$ cat config.mk
export PLATFORM = sky130hd
export DESIGN_NAME = grf_sboard
export DESIGN_NICKNAME = d
export VERILOG_FILES = /design/src/rtl/grf_sboard_pkg.sv /design/src/rtl/grf_wport_arb.sv /design/src/rtl/grf_sboard.sv
export SDC_FILE = /design/constraint.sdc
export NUM_CORES = 1
export LEC_CHECK = 0
export BUFFER_PORTS_ARGS = -buffer_cell sky130_fd_sc_hd__buf_2
export CAP_MARGIN = 5
export CELL_PAD_IN_SITES_DETAIL_PLACEMENT = 0
export CELL_PAD_IN_SITES_GLOBAL_PLACEMENT = 1
export CORE_MARGIN = 8
export CORE_UTILIZATION = 35
export CTS_BUF_LIST = sky130_fd_sc_hd__clkbuf_4
export CTS_CLUSTER_DIAMETER = 120
export DETAILED_ROUTE_END_ITERATION = 10
export PLACE_DENSITY_LB_ADDON = 0.08
export SLEW_MARGIN = 25
export SYNTH_ARGS = -nofsm -noshare
export SYNTH_HDL_FRONTEND = slang
export SYNTH_SLANG_ARGS = --single-unit
$ cat constraint.sdc
create_clock -name sboard_clk -period 3 [get_ports sboard_clk]
set_clock_uncertainty 0.05 [all_clocks]
set_input_delay 0.3 -clock sboard_clk [delete_from_list [all_inputs] [get_ports sboard_clk]]
set_output_delay 0.3 -clock sboard_clk [all_outputs]
set_load 0.01 [all_outputs]
$ cat src/rtl/grf_sboard_pkg.sv
// Shared types and widths for the GPR write scheduler / hazard scoreboard.
// Holds the grf write-port bundle and the buffered MD result record.
package grf_sboard_pkg;

  localparam int REG_W    = 5;
  localparam int DATA_W   = 32;
  localparam int NUM_REGS = 1 << REG_W;

  localparam logic [REG_W-1:0] REG_ZERO = '0;

  typedef logic [REG_W-1:0]  reg_num_t;
  typedef logic [DATA_W-1:0] word_t;

  typedef struct packed {
    logic     RegWrite;
    reg_num_t Wreg;
    word_t    Wdata;
    word_t    pc;
  } grf_wr_t;

  typedef struct packed {
    reg_num_t wreg;
    word_t    data;
    word_t    pc;
  } md_entry_t;

  // $0 is hardwired, so it can never be the subject of a hazard.
  function automatic logic reg_pending(input logic [NUM_REGS-1:0] pend,
                                       input reg_num_t            r);
    return (r != REG_ZERO) && pend[r];
  endfunction

endpackage

$ cat src/rtl/grf_wport_arb.sv
// Arbitrates the single grf write port between pipeline writeback and the
// one-entry MD buffer; writeback has priority until the buffer has starved.
module grf_wport_arb
  import grf_sboard_pkg::*;
#(
  parameter int STARVE_MAX = 4
) (
  input  logic      i_clk,
  input  logic      i_srst,
  input  logic      i_wb_en,
  input  reg_num_t  i_wb_reg,
  input  word_t     i_wb_data,
  input  word_t     i_wb_pc,
  input  logic      i_buf_full,
  input  md_entry_t i_buf,
  output logic      o_wb_hold,
  output logic      o_buf_drain,
  output grf_wr_t   o_grf
);

  localparam int CNT_W = (STARVE_MAX < 1) ? 1 : $clog2(STARVE_MAX + 1);
  localparam logic [CNT_W-1:0] CNT_MAX = CNT_W'(STARVE_MAX);

  logic [CNT_W-1:0] r_starve_cnt;
  logic             w_starved;
  logic             w_wb_win;
  logic             w_buf_win;

  always_comb begin
    w_starved   = (r_starve_cnt == CNT_MAX);
    o_wb_hold   = ~i_srst & i_buf_full & i_wb_en & w_starved;
    w_wb_win    = ~i_srst & i_wb_en & ~o_wb_hold;
    w_buf_win   = ~i_srst & i_buf_full & ~w_wb_win;
    o_buf_drain = w_buf_win;

    o_grf = '0;
    if (w_wb_win) begin
      o_grf.RegWrite = 1'b1;
      o_grf.Wreg     = i_wb_reg;
      o_grf.Wdata    = i_wb_data;
      o_grf.pc       = i_wb_pc;
    end else if (w_buf_win) begin
      o_grf.RegWrite = 1'b1;
      o_grf.Wreg     = i_buf.wreg;
      o_grf.Wdata    = i_buf.data;
      o_grf.pc       = i_buf.pc;
    end
  end

  // Counts only cycles the buffered result lost the port to writeback.
  always_ff @(posedge i_clk) begin
    if (i_srst) begin
      r_starve_cnt <= '0;
    end else if (!i_buf_full || w_buf_win) begin
      r_starve_cnt <= '0;
    end else if (w_wb_win && !w_starved) begin
      r_starve_cnt <= r_starve_cnt + CNT_W'(1);
    end
  end

endmodule

$ cat src/rtl/grf_sboard.sv
// GPR hazard scoreboard with a one-entry MD result buffer; stalls decode on
// RAW/WAW/MD-busy hazards and drives the grf write port via grf_wport_arb.
module grf_sboard
  import grf_sboard_pkg::*;
#(
  parameter int STARVE_MAX = 4
) (
  input  logic              sboard_clk,
  input  logic              sboard_reset,

  input  logic              sboard_id_valid,
  input  logic [REG_W-1:0]  sboard_id_rs,
  input  logic [REG_W-1:0]  sboard_id_rt,
  input  logic              sboard_id_use_rs,
  input  logic              sboard_id_use_rt,
  input  logic              sboard_id_wr,
  input  logic              sboard_id_md,
  input  logic [REG_W-1:0]  sboard_id_wreg,
  output logic              sboard_stall,
  output logic              sboard_issue,
  output logic              sboard_md_busy,

  input  logic              sboard_wb_en,
  input  logic [REG_W-1:0]  sboard_wb_reg,
  input  logic [DATA_W-1:0] sboard_wb_data,
  input  logic [DATA_W-1:0] sboard_wb_pc,
  output logic              sboard_wb_hold,

  input  logic              sboard_md_valid,
  input  logic [REG_W-1:0]  sboard_md_reg,
  input  logic [DATA_W-1:0] sboard_md_data,
  input  logic [DATA_W-1:0] sboard_md_pc,
  output logic              sboard_md_ready,

  output logic              sboard_grf_RegWrite,
  output logic [REG_W-1:0]  sboard_grf_Wreg,
  output logic [DATA_W-1:0] sboard_grf_Wdata,
  output logic [DATA_W-1:0] sboard_grf_pc
);

  logic [NUM_REGS-1:0] r_pending;
  logic [NUM_REGS-1:0] w_pend_next;
  logic                r_md_busy;
  logic                r_buf_full;
  md_entry_t           r_buf;

  logic    w_rs_haz;
  logic    w_rt_haz;
  logic    w_waw_haz;
  logic    w_md_haz;
  logic    w_stall;
  logic    w_issue;
  logic    w_id_dst;
  logic    w_md_accept;
  logic    w_buf_drain;
  logic    w_wb_hold;
  grf_wr_t w_grf;

  // Hazards look only at registered state; a same-cycle clear is not bypassed.
  always_comb begin
    w_rs_haz  = sboard_id_use_rs & reg_pending(r_pending, sboard_id_rs);
    w_rt_haz  = sboard_id_use_rt & reg_pending(r_pending, sboard_id_rt);
    w_waw_haz = (sboard_id_wr | sboard_id_md) & reg_pending(r_pending, sboard_id_wreg);
    w_md_haz  = sboard_id_md & r_md_busy;
    w_id_dst  = (sboard_id_wr | sboard_id_md) & (sboard_id_wreg != REG_ZERO);
    w_stall   = sboard_reset |
                (sboard_id_valid & (w_rs_haz | w_rt_haz | w_waw_haz | w_md_haz));
    w_issue   = sboard_id_valid & ~w_stall;
  end

  assign w_md_accept = sboard_md_valid & sboard_md_ready;

  assign sboard_stall    = w_stall;
  assign sboard_issue    = w_issue;
  assign sboard_md_busy  = r_md_busy;
  assign sboard_md_ready = ~sboard_reset & ~r_buf_full;
  assign sboard_wb_hold  = w_wb_hold;

  assign sboard_grf_RegWrite = w_grf.RegWrite;
  assign sboard_grf_Wreg     = w_grf.Wreg;
  assign sboard_grf_Wdata    = w_grf.Wdata;
  assign sboard_grf_pc       = w_grf.pc;

  // WAW stalling keeps set and clear of one register in different cycles.
  assign w_pend_next[0] = 1'b0;
  for (genvar gi = 1; gi < NUM_REGS; gi++) begin : g_pend
    logic w_set;
    logic w_clr;
    assign w_set = w_issue & w_id_dst & (sboard_id_wreg == REG_W'(gi));
    assign w_clr = w_grf.RegWrite & (w_grf.Wreg == REG_W'(gi));
    assign w_pend_next[gi] = w_set | (r_pending[gi] & ~w_clr);
  end

  always_ff @(posedge sboard_clk) begin
    if (sboard_reset) begin
      r_pending  <= '0;
      r_md_busy  <= 1'b0;
      r_buf_full <= 1'b0;
    end else begin
      r_pending <= w_pend_next;

      if (w_issue && sboard_id_md) begin
        r_md_busy <= 1'b1;
      end else if (w_buf_drain) begin
        r_md_busy <= 1'b0;
      end

      if (w_md_accept) begin
        r_buf_full <= 1'b1;
      end else if (w_buf_drain) begin
        r_buf_full <= 1'b0;
      end
    end
  end

  // Payload is only meaningful while r_buf_full is set, so it needs no reset.
  always_ff @(posedge sboard_clk) begin
    if (w_md_accept) begin
      r_buf.wreg <= sboard_md_reg;
      r_buf.data <= sboard_md_data;
      r_buf.pc   <= sboard_md_pc;
    end
  end

  grf_wport_arb #(
    .STARVE_MAX (STARVE_MAX)
  ) u_arb (
    .i_clk       (sboard_clk),
    .i_srst      (sboard_reset),
    .i_wb_en     (sboard_wb_en),
    .i_wb_reg    (sboard_wb_reg),
    .i_wb_data   (sboard_wb_data),
    .i_wb_pc     (sboard_wb_pc),
    .i_buf_full  (r_buf_full),
    .i_buf       (r_buf),
    .o_wb_hold   (w_wb_hold),
    .o_buf_drain (w_buf_drain),
    .o_grf       (w_grf)
  );

endmodule

==> results.md, run 1 <==
* Internal reg-to-reg setup slack at 0.56 ns
* Register area at 0.00279 sq mm
* Setup bufs post-CTS at 0
* H-tree lvl count at 3
* DRT Wirelength at 20.4 mm
* Seq cells post-synth at 105
* CP Max Fanout at 4
* Fmax at roughly 360 MHz
* Final setup TNS at 0 ns
* WS Path Type: reg -> out
* Cell total after placement at 928
* Input/output buffers at between 200 and 250
* Clock transition at the registers of the reported paths at between 0.15 and 0.2 ns
* CTS root buf: clkbuf_4
* Commonest cells after routing, fill and taps aside: 236 x buf_2, 71 x dlygate4sd3_1, 69 x edfxtp_1
* First-pass GRT wire length at 30.9 mm
* Multi-input logic area at approximately 0.0026 sq mm
* Hold Vio Cnt, Final at 0
* Sw Ratio at 29.0%
* Sequential power share at 55.8%
* Crit path from: r_pending[5]
* Non-filler cells, final at slightly above 1000
* Grt total ovfl at 0
* Net count, final at 958
* CTS sink cnt at 105
* Worst vdd ir at 214 uV
* Synthesized Nets at between 600 and 700
* LEAKAGE at around 3.3 nW
* Crit path DAT at 2.44 ns
* Area fraction of the dominant cell type after synthesis at a little under two fifths
* Leading area contributor after synthesis: edfxtp_1
* Initial antenna violation count at 4
* Detailed placement HPWL at approximately 15 mm
* Placement Setup Slack at 0.407 ns
* Worst slew margin at 46.6%
* RR Startpoint: u_arb.r_starve_cnt[0]
* DIE AREA at 0.0203 sq mm
* Antenna Nets Post-Route at 0
* # fillers at between 1000 and 1500
* Post-synthesis cell type count at 55
* Post-Syn Instances at 507
* Final GP Congestion at slightly below 0.8
* CTS tree: done
* Yosys warning total at 0
* Outcome: finished, final reports clean
* Clock power frac at 24.5%
* Most common cell after layout, fill and taps aside: buf_2
* HP Start: sboard_wb_en
* Comb pwr share at 19.7%
* Tmin final at 2.79 ns
* Switching power at around 840 uW
* Total power at 2.89 mW
* PwrDens at 369 mW/mm^2
* Row cnt at 46
* Post-synth top flop: edfxtp_1
* Number of synthesized flops with an enable pin at approximately 70
* Vias in the first global route at 5568
* Core Area at 0.0158 sq mm
* Max clock buf depth at 2
* CP Data Required Time at 2.65 ns
* Via/cell ratio at 5.38
* Critical path endpoint category: primary output
* Worst hold path type: in -> reg
* Final setup margin at between 0.2 and 0.25 ns
* Reg2reg path depth at 8
* Largest net degree at the start of global routing at 37
* DR WL/cell at 20.0 um
* GRT Util Overall at around a fifth
* Post-Synthesis Cell Area at 0.00561 sq mm
* Avg Cell Area, Syn at 11.1 sq um
* Crit path to: sboard_stall
* Sequential share of the synthesized area at 49.8%
* Final max-slew violation count at 0
* Ports at 237
* DRC viols at 0
* Total CTS buffers at 9
* Ys async rst share at 0%
* Syn-to-layout area delta at 39.7%
* RSZ-0062 raised after global routing: no
* Die span in y at 143 um
* Tcrit/Tclk final at 92.9%
* Maximum Capacitance Violations at 0
* R2R Path End: r_pending[28]
* Layout cells sized above 1 at 37.3%
* Die W at 143 um
* Initial drt markers at 394
* Initial core utilization at a little over a third
* Internal power at slightly above 2 mW
* DR pass1 iterations at 5
* # setup viols final at 0
* Clk_lat worst skew at 0.49 ns
* Main area contributors after synthesis: edfxtp_1 37%, dfxtp_1 13%, a22o_1 10%, mux4_2 4.0%, o211ai_1 3.7%
* Detailed-route via count at 5480
* Slew @ Worst Pin at approximately 0.8 ns
* Crit start category: flip-flop
-- cells in the mapped netlist, types with 4 or more instances --
master     n
nand3b_1   6
mux4_2    10
o21ai_1   30
inv_1      5
nor3b_1    4
clkbuf_1  25
a21oi_1    5
and3_1    18
nand2_1   24
a211oi_1   4
buf_2     10
edfxtp_1  69
o211ai_1  28
mux2_2     6
nor2_1    18
nand3_1   37
nor2b_1   13
buf_1      4
a22o_1    67
nand4_1   11
nor4_1     5
dfxtp_1   36
mux2i_1   19
nand2b_1   5
-- kinds of logic (layout without fill, tap and decap cells) --
group                      count (synthesis)  after routing  share of synthesized area (%)
AOI/OAI and AO/OA                        155            155                           21.2
adders and majority gates                  2              2                          0.446
buffers and inverters                     52            344                           4.17
DFF                                      105            105                           49.8
muxes                                     36             36                           8.88
other                                      0              4                              0
and+or+nand+nor                          157            157                           15.5
-- worst min-delay path by stage --
stage                                  to  slack [ns]  cells after the start
global route                   r_buf_full        0.01                      3
floorplan                        r_buf[0]        0.35                      0
detailed placement  u_arb.r_starve_cnt[0]        0.40                      1
global placement    u_arb.r_starve_cnt[0]        0.39                      1
finish                         r_buf_full        0.04                      3
CTS                            r_buf_full       0.005                      3
-- power groups by stage --
stage	sequential (mW)	clock [mW]	combinational, mW
after floorplan	1.64	0	0.261
after global placement	1.65	0	0.491
after detailed placement	1.64	0	0.497
after CTS	1.61	0.738	0.572
after global routing	1.62	0.792	0.620
final	1.61	0.707	0.571
-- layout make-up --
class	count	share of cell area [%]
sequential	105	35.7
multi-input combinational	350	33.1
timing repair buffer	322	25.8
tap	216	3.45
clock buffer	10	0.958
clock inverter	6	0.639
inverter	6	0.288
antenna	4	0.128
-- worst max-delay path: stages (launching register included) --
cell	delay [ns]
dfxtp_1	0.38
mux2_4	0.28
a311oi_2	0.26
nand3_1	0.12
a32oi_1	0.23
nand4_2	0.22
o31a_1	0.32
buf_2	0.15
-- flip-flops by register name, indices dropped and copies added (netlist names) --
register,count
r_buf,69
u_arb.r_starve_cnt,3
r_pending,31
sboard_md_busy,1
r_buf_full,1
-- routing by layer --
layer	global-route usage [%]	wire [um]	up-vias
li1	-	-	2590
met1	24.0	8190	2592
met2	31.6	9890	262
met3	6.07	1780	34
met4	8.33	473	2
met5	0	13	-
-- repair_timing --
item                                    4_1_cts  5_1_grt
endpoints found under the setup margin        0        1
gates resized for setup                       0        2
hold endpoints to repair                     71        0
hold buffers                                 71        0
-- stage by stage --
| step | instance area, sq um | util (%) | hold slack, ns |
|---|---|---|---|
| final | 7830 | 49.7 | 0.0368 |
| after global routing | 7830 | 49.7 | 0.0140 |
| after CTS | 7820 | 49.6 | 0.00529 |
| after detailed placement | 6980 | 44.3 | 0.400 |
| after global placement | 6980 | 44.3 | 0.389 |
| after floorplan | 5610 | - | 0.349 |
No activity file was read; power rests on OpenSTA's default activity.
==> run 2, diff against run 1 <==
- MAX_ROUTING_LAYER: not set -> met4
==> run 2 against run 1 <==
Compared with the run above: maximum frequency decreased by 0.47%; sequential power about the same; cell count barely moved; first-iteration DRC count up 16%; final area hardly changed; sequential cell count unchanged; non-clock buffer count unchanged; critical path depth unchanged; largest cell class unchanged; largest power group unchanged.
==> results.md, run 2 (synthesized netlist as in run 1, its figures left out) <==
* CTS root buf: clkbuf_4
* Antenna Nets Post-Route at 0 (unchanged)
* CP bufs+invs at 1 (unchanged)
* Final setup TNS at 0 ns (unchanged)
* Clk_lat worst skew at 0.48 ns (about the same)
* DRT Wirelength at 20.3 mm (-0.25%)
* Internal reg-to-reg setup slack at 0.56 ns (about the same)
* CP Data Required Time at 2.65 ns (about the same)
* Core Area at 0.0158 sq mm (unchanged)
* Crit path from: r_pending[20]
* Clock transition at the registers of the reported paths at 0.16 ns (about the same)
* Crit path to: sboard_stall
* PwrDens at 368 mW/mm^2 (-0.21%)
* Largest registers: r_buf: 69 flops, r_pending: 31 flops, u_arb.r_starve_cnt: 3 flops
* CP Max Fanout at 4 (unchanged)
* Critical path endpoint category: primary output
* Placement Setup Slack at 0.407 ns (unchanged)
* Input/output buffers at 236 (unchanged)
* H-tree lvl count at 3 (unchanged)
* Hold Vio Cnt, Final at 0 (unchanged)
* Initial antenna violation count at 2 (-2)
* Tcrit/Tclk final at 93.3% (+0.44 points)
* Tmin final at 2.80 ns (+0.0133 ns)
* Crit path DAT at 2.45 ns (about the same)
* # fillers at 1475 (unchanged)
* Max clock buf depth at 2 (unchanged)
* Grt total ovfl at 0 (unchanged)
* Die W at 143 um (unchanged)
* Final max-slew violation count at 0 (unchanged)
* R2R Path End: r_pending[28]
* Worst slew margin at 48.1% (+1.5 points)
* Slew @ Worst Pin at 0.777 ns (-0.0227 ns)
* CP max stage delay at 0.47 ns (+0.09 ns)
* Crit-path cells: mux4_2, o22ai_1, nor4_1, nor3_1, nand4_2, o31a_1, buf_2
* DRC viols at 0 (unchanged)
* Detailed placement HPWL at 15.2 mm (unchanged)
* DR pass1 iterations at 5 (unchanged)
* First-pass GRT wire length at 30.9 mm (-0.13%)
* Most common cell after layout, fill and taps aside: buf_2
* Initial drt markers at 457 (+16%)
* Hold_ws at 0.0396 ns (+0.00285 ns)
* Reg2reg path depth at 8 (unchanged)
* RR Startpoint: u_arb.r_starve_cnt[0]
* Worst hold path type: in -> reg
* Largest net degree at the start of global routing at 37 (unchanged)
* Most flop-heavy register: r_buf
* Maximum Capacitance Violations at 0 (unchanged)
* Outcome: finished, final reports clean
* CTS sink cnt at 105 (unchanged)
* WS Path Type: reg -> out
* Syn-to-layout area delta at 39.7% (about the same)
* GRT Util Overall at 20.3% (+0.58 points)
* Die span in y at 143 um (unchanged)
* Max FFs per register at 69 (unchanged)
* Ports at 237 (unchanged)
* Row cnt at 46 (unchanged)
* Layout cells sized above 1 at 37.3% (unchanged)
* Detailed-route via count at 5490 (+0.18%)
* Vias in the first global route at 5564 (-0.072%)
* LEAKAGE at 3.30 nW (about the same)
* Final GP Congestion at 0.800 (+1.4%)
* Critical path's slowest cell: mux4_2
* Worst vdd ir at 213 uV (-0.83%)
* CP top delay family: multiplexers
* RSZ-0062 raised after global routing: no
* Setup bufs post-CTS at 0 (unchanged)
* CTS tree: done
* Via/cell ratio at 5.39 (+0.28%)
* Final setup margin at 0.201 ns (-0.0133 ns)
* Initial core utilization at 35.6% (unchanged)
* DR WL/cell at 19.9 um (-0.15%)
* Commonest cells after routing, fill and taps aside: 236 x buf_2, 71 x dlygate4sd3_1, 69 x edfxtp_1
* Crit start category: flip-flop
* Total CTS buffers at 9 (unchanged)
* Fmax at 357 MHz (-0.47%)
* # setup viols final at 0 (unchanged)
* DIE AREA at 0.0203 sq mm (unchanged)
* Cell count along the critical path at 7 (unchanged)
* Net count, final at 958 (unchanged)
run 2: worst min-delay path by stage:
stage                                      from                     to  slack (ns)  cells past startpoint
after floorplan                 sboard_md_pc[0]               r_buf[0]        0.35                      0
after global placement    u_arb.r_starve_cnt[0]  u_arb.r_starve_cnt[0]        0.39                      1
after detailed placement  u_arb.r_starve_cnt[0]  u_arb.r_starve_cnt[0]        0.40                      1
after CTS                          sboard_wb_en             r_buf_full       0.005                      3
after global routing               sboard_wb_en             r_buf_full        0.02                      3
final                              sboard_wb_en             r_buf_full        0.04                      3
run 2: worst register-to-register path, stage by stage (launching register included):
cell and delay, ns:
dfxtp_1 0.39, inv_1 0.05, ha_1 0.23, a21bo_2 0.24, and2_2 0.22, a22o_1 0.35, or3_1 0.52, o211ai_1 0.21
o21ai_1 0.09
run 2: area by class of cell:
cell class / instances / area [sq um] / share of cell area (%)
antenna: 3 / 7.51 / 0.0959
clock buffer: 10 / 75.1 / 0.959
clock inverter: 6 / 50.0 / 0.639
inverter: 6 / 22.5 / 0.288
multi-input combinational: 350 / 2590 / 33.1
sequential: 105 / 2790 / 35.7
tap: 216 / 270 / 3.45
timing repair buffer: 322 / 2020 / 25.8
run 2: timing repair:
action,in CTS,in global routing
hold buffers,71,0
endpoints found under the setup margin,0,1
resized for setup,0,2
hold endpoints to repair,71,0
run 2: routing by layer:
metal | track usage, % | share of wire, % | vias to the layer above
li1 | - | - | 2586
met1 | 25.1 | 42 | 2616
met2 | 31.5 | 48 | 261
met4 | 8.22 | 2.3 | 0
met5 | - | 0 | -
met3 | 4.76 | 7.6 | 27
run 2: power by group:
group          switching, mW  internal (mW)
logic                  0.298          0.271
clock network          0.511          0.190
registers             0.0215           1.59
total                  0.831           2.05
run 2: stage by stage:
stage / instances / cell area (sq um) / util, % / total power, mW
floorplan: 507 / 5610 / - / 1.90
global placement: 928 / 6980 / 44.3 / 2.14
detailed placement: 928 / 6980 / 44.3 / 2.14
CTS: 1015 / 7820 / 49.6 / 2.92
global route: 1017 / 7830 / 49.6 / 3.03
finish: 1018 / 7830 / 49.7 / 2.88
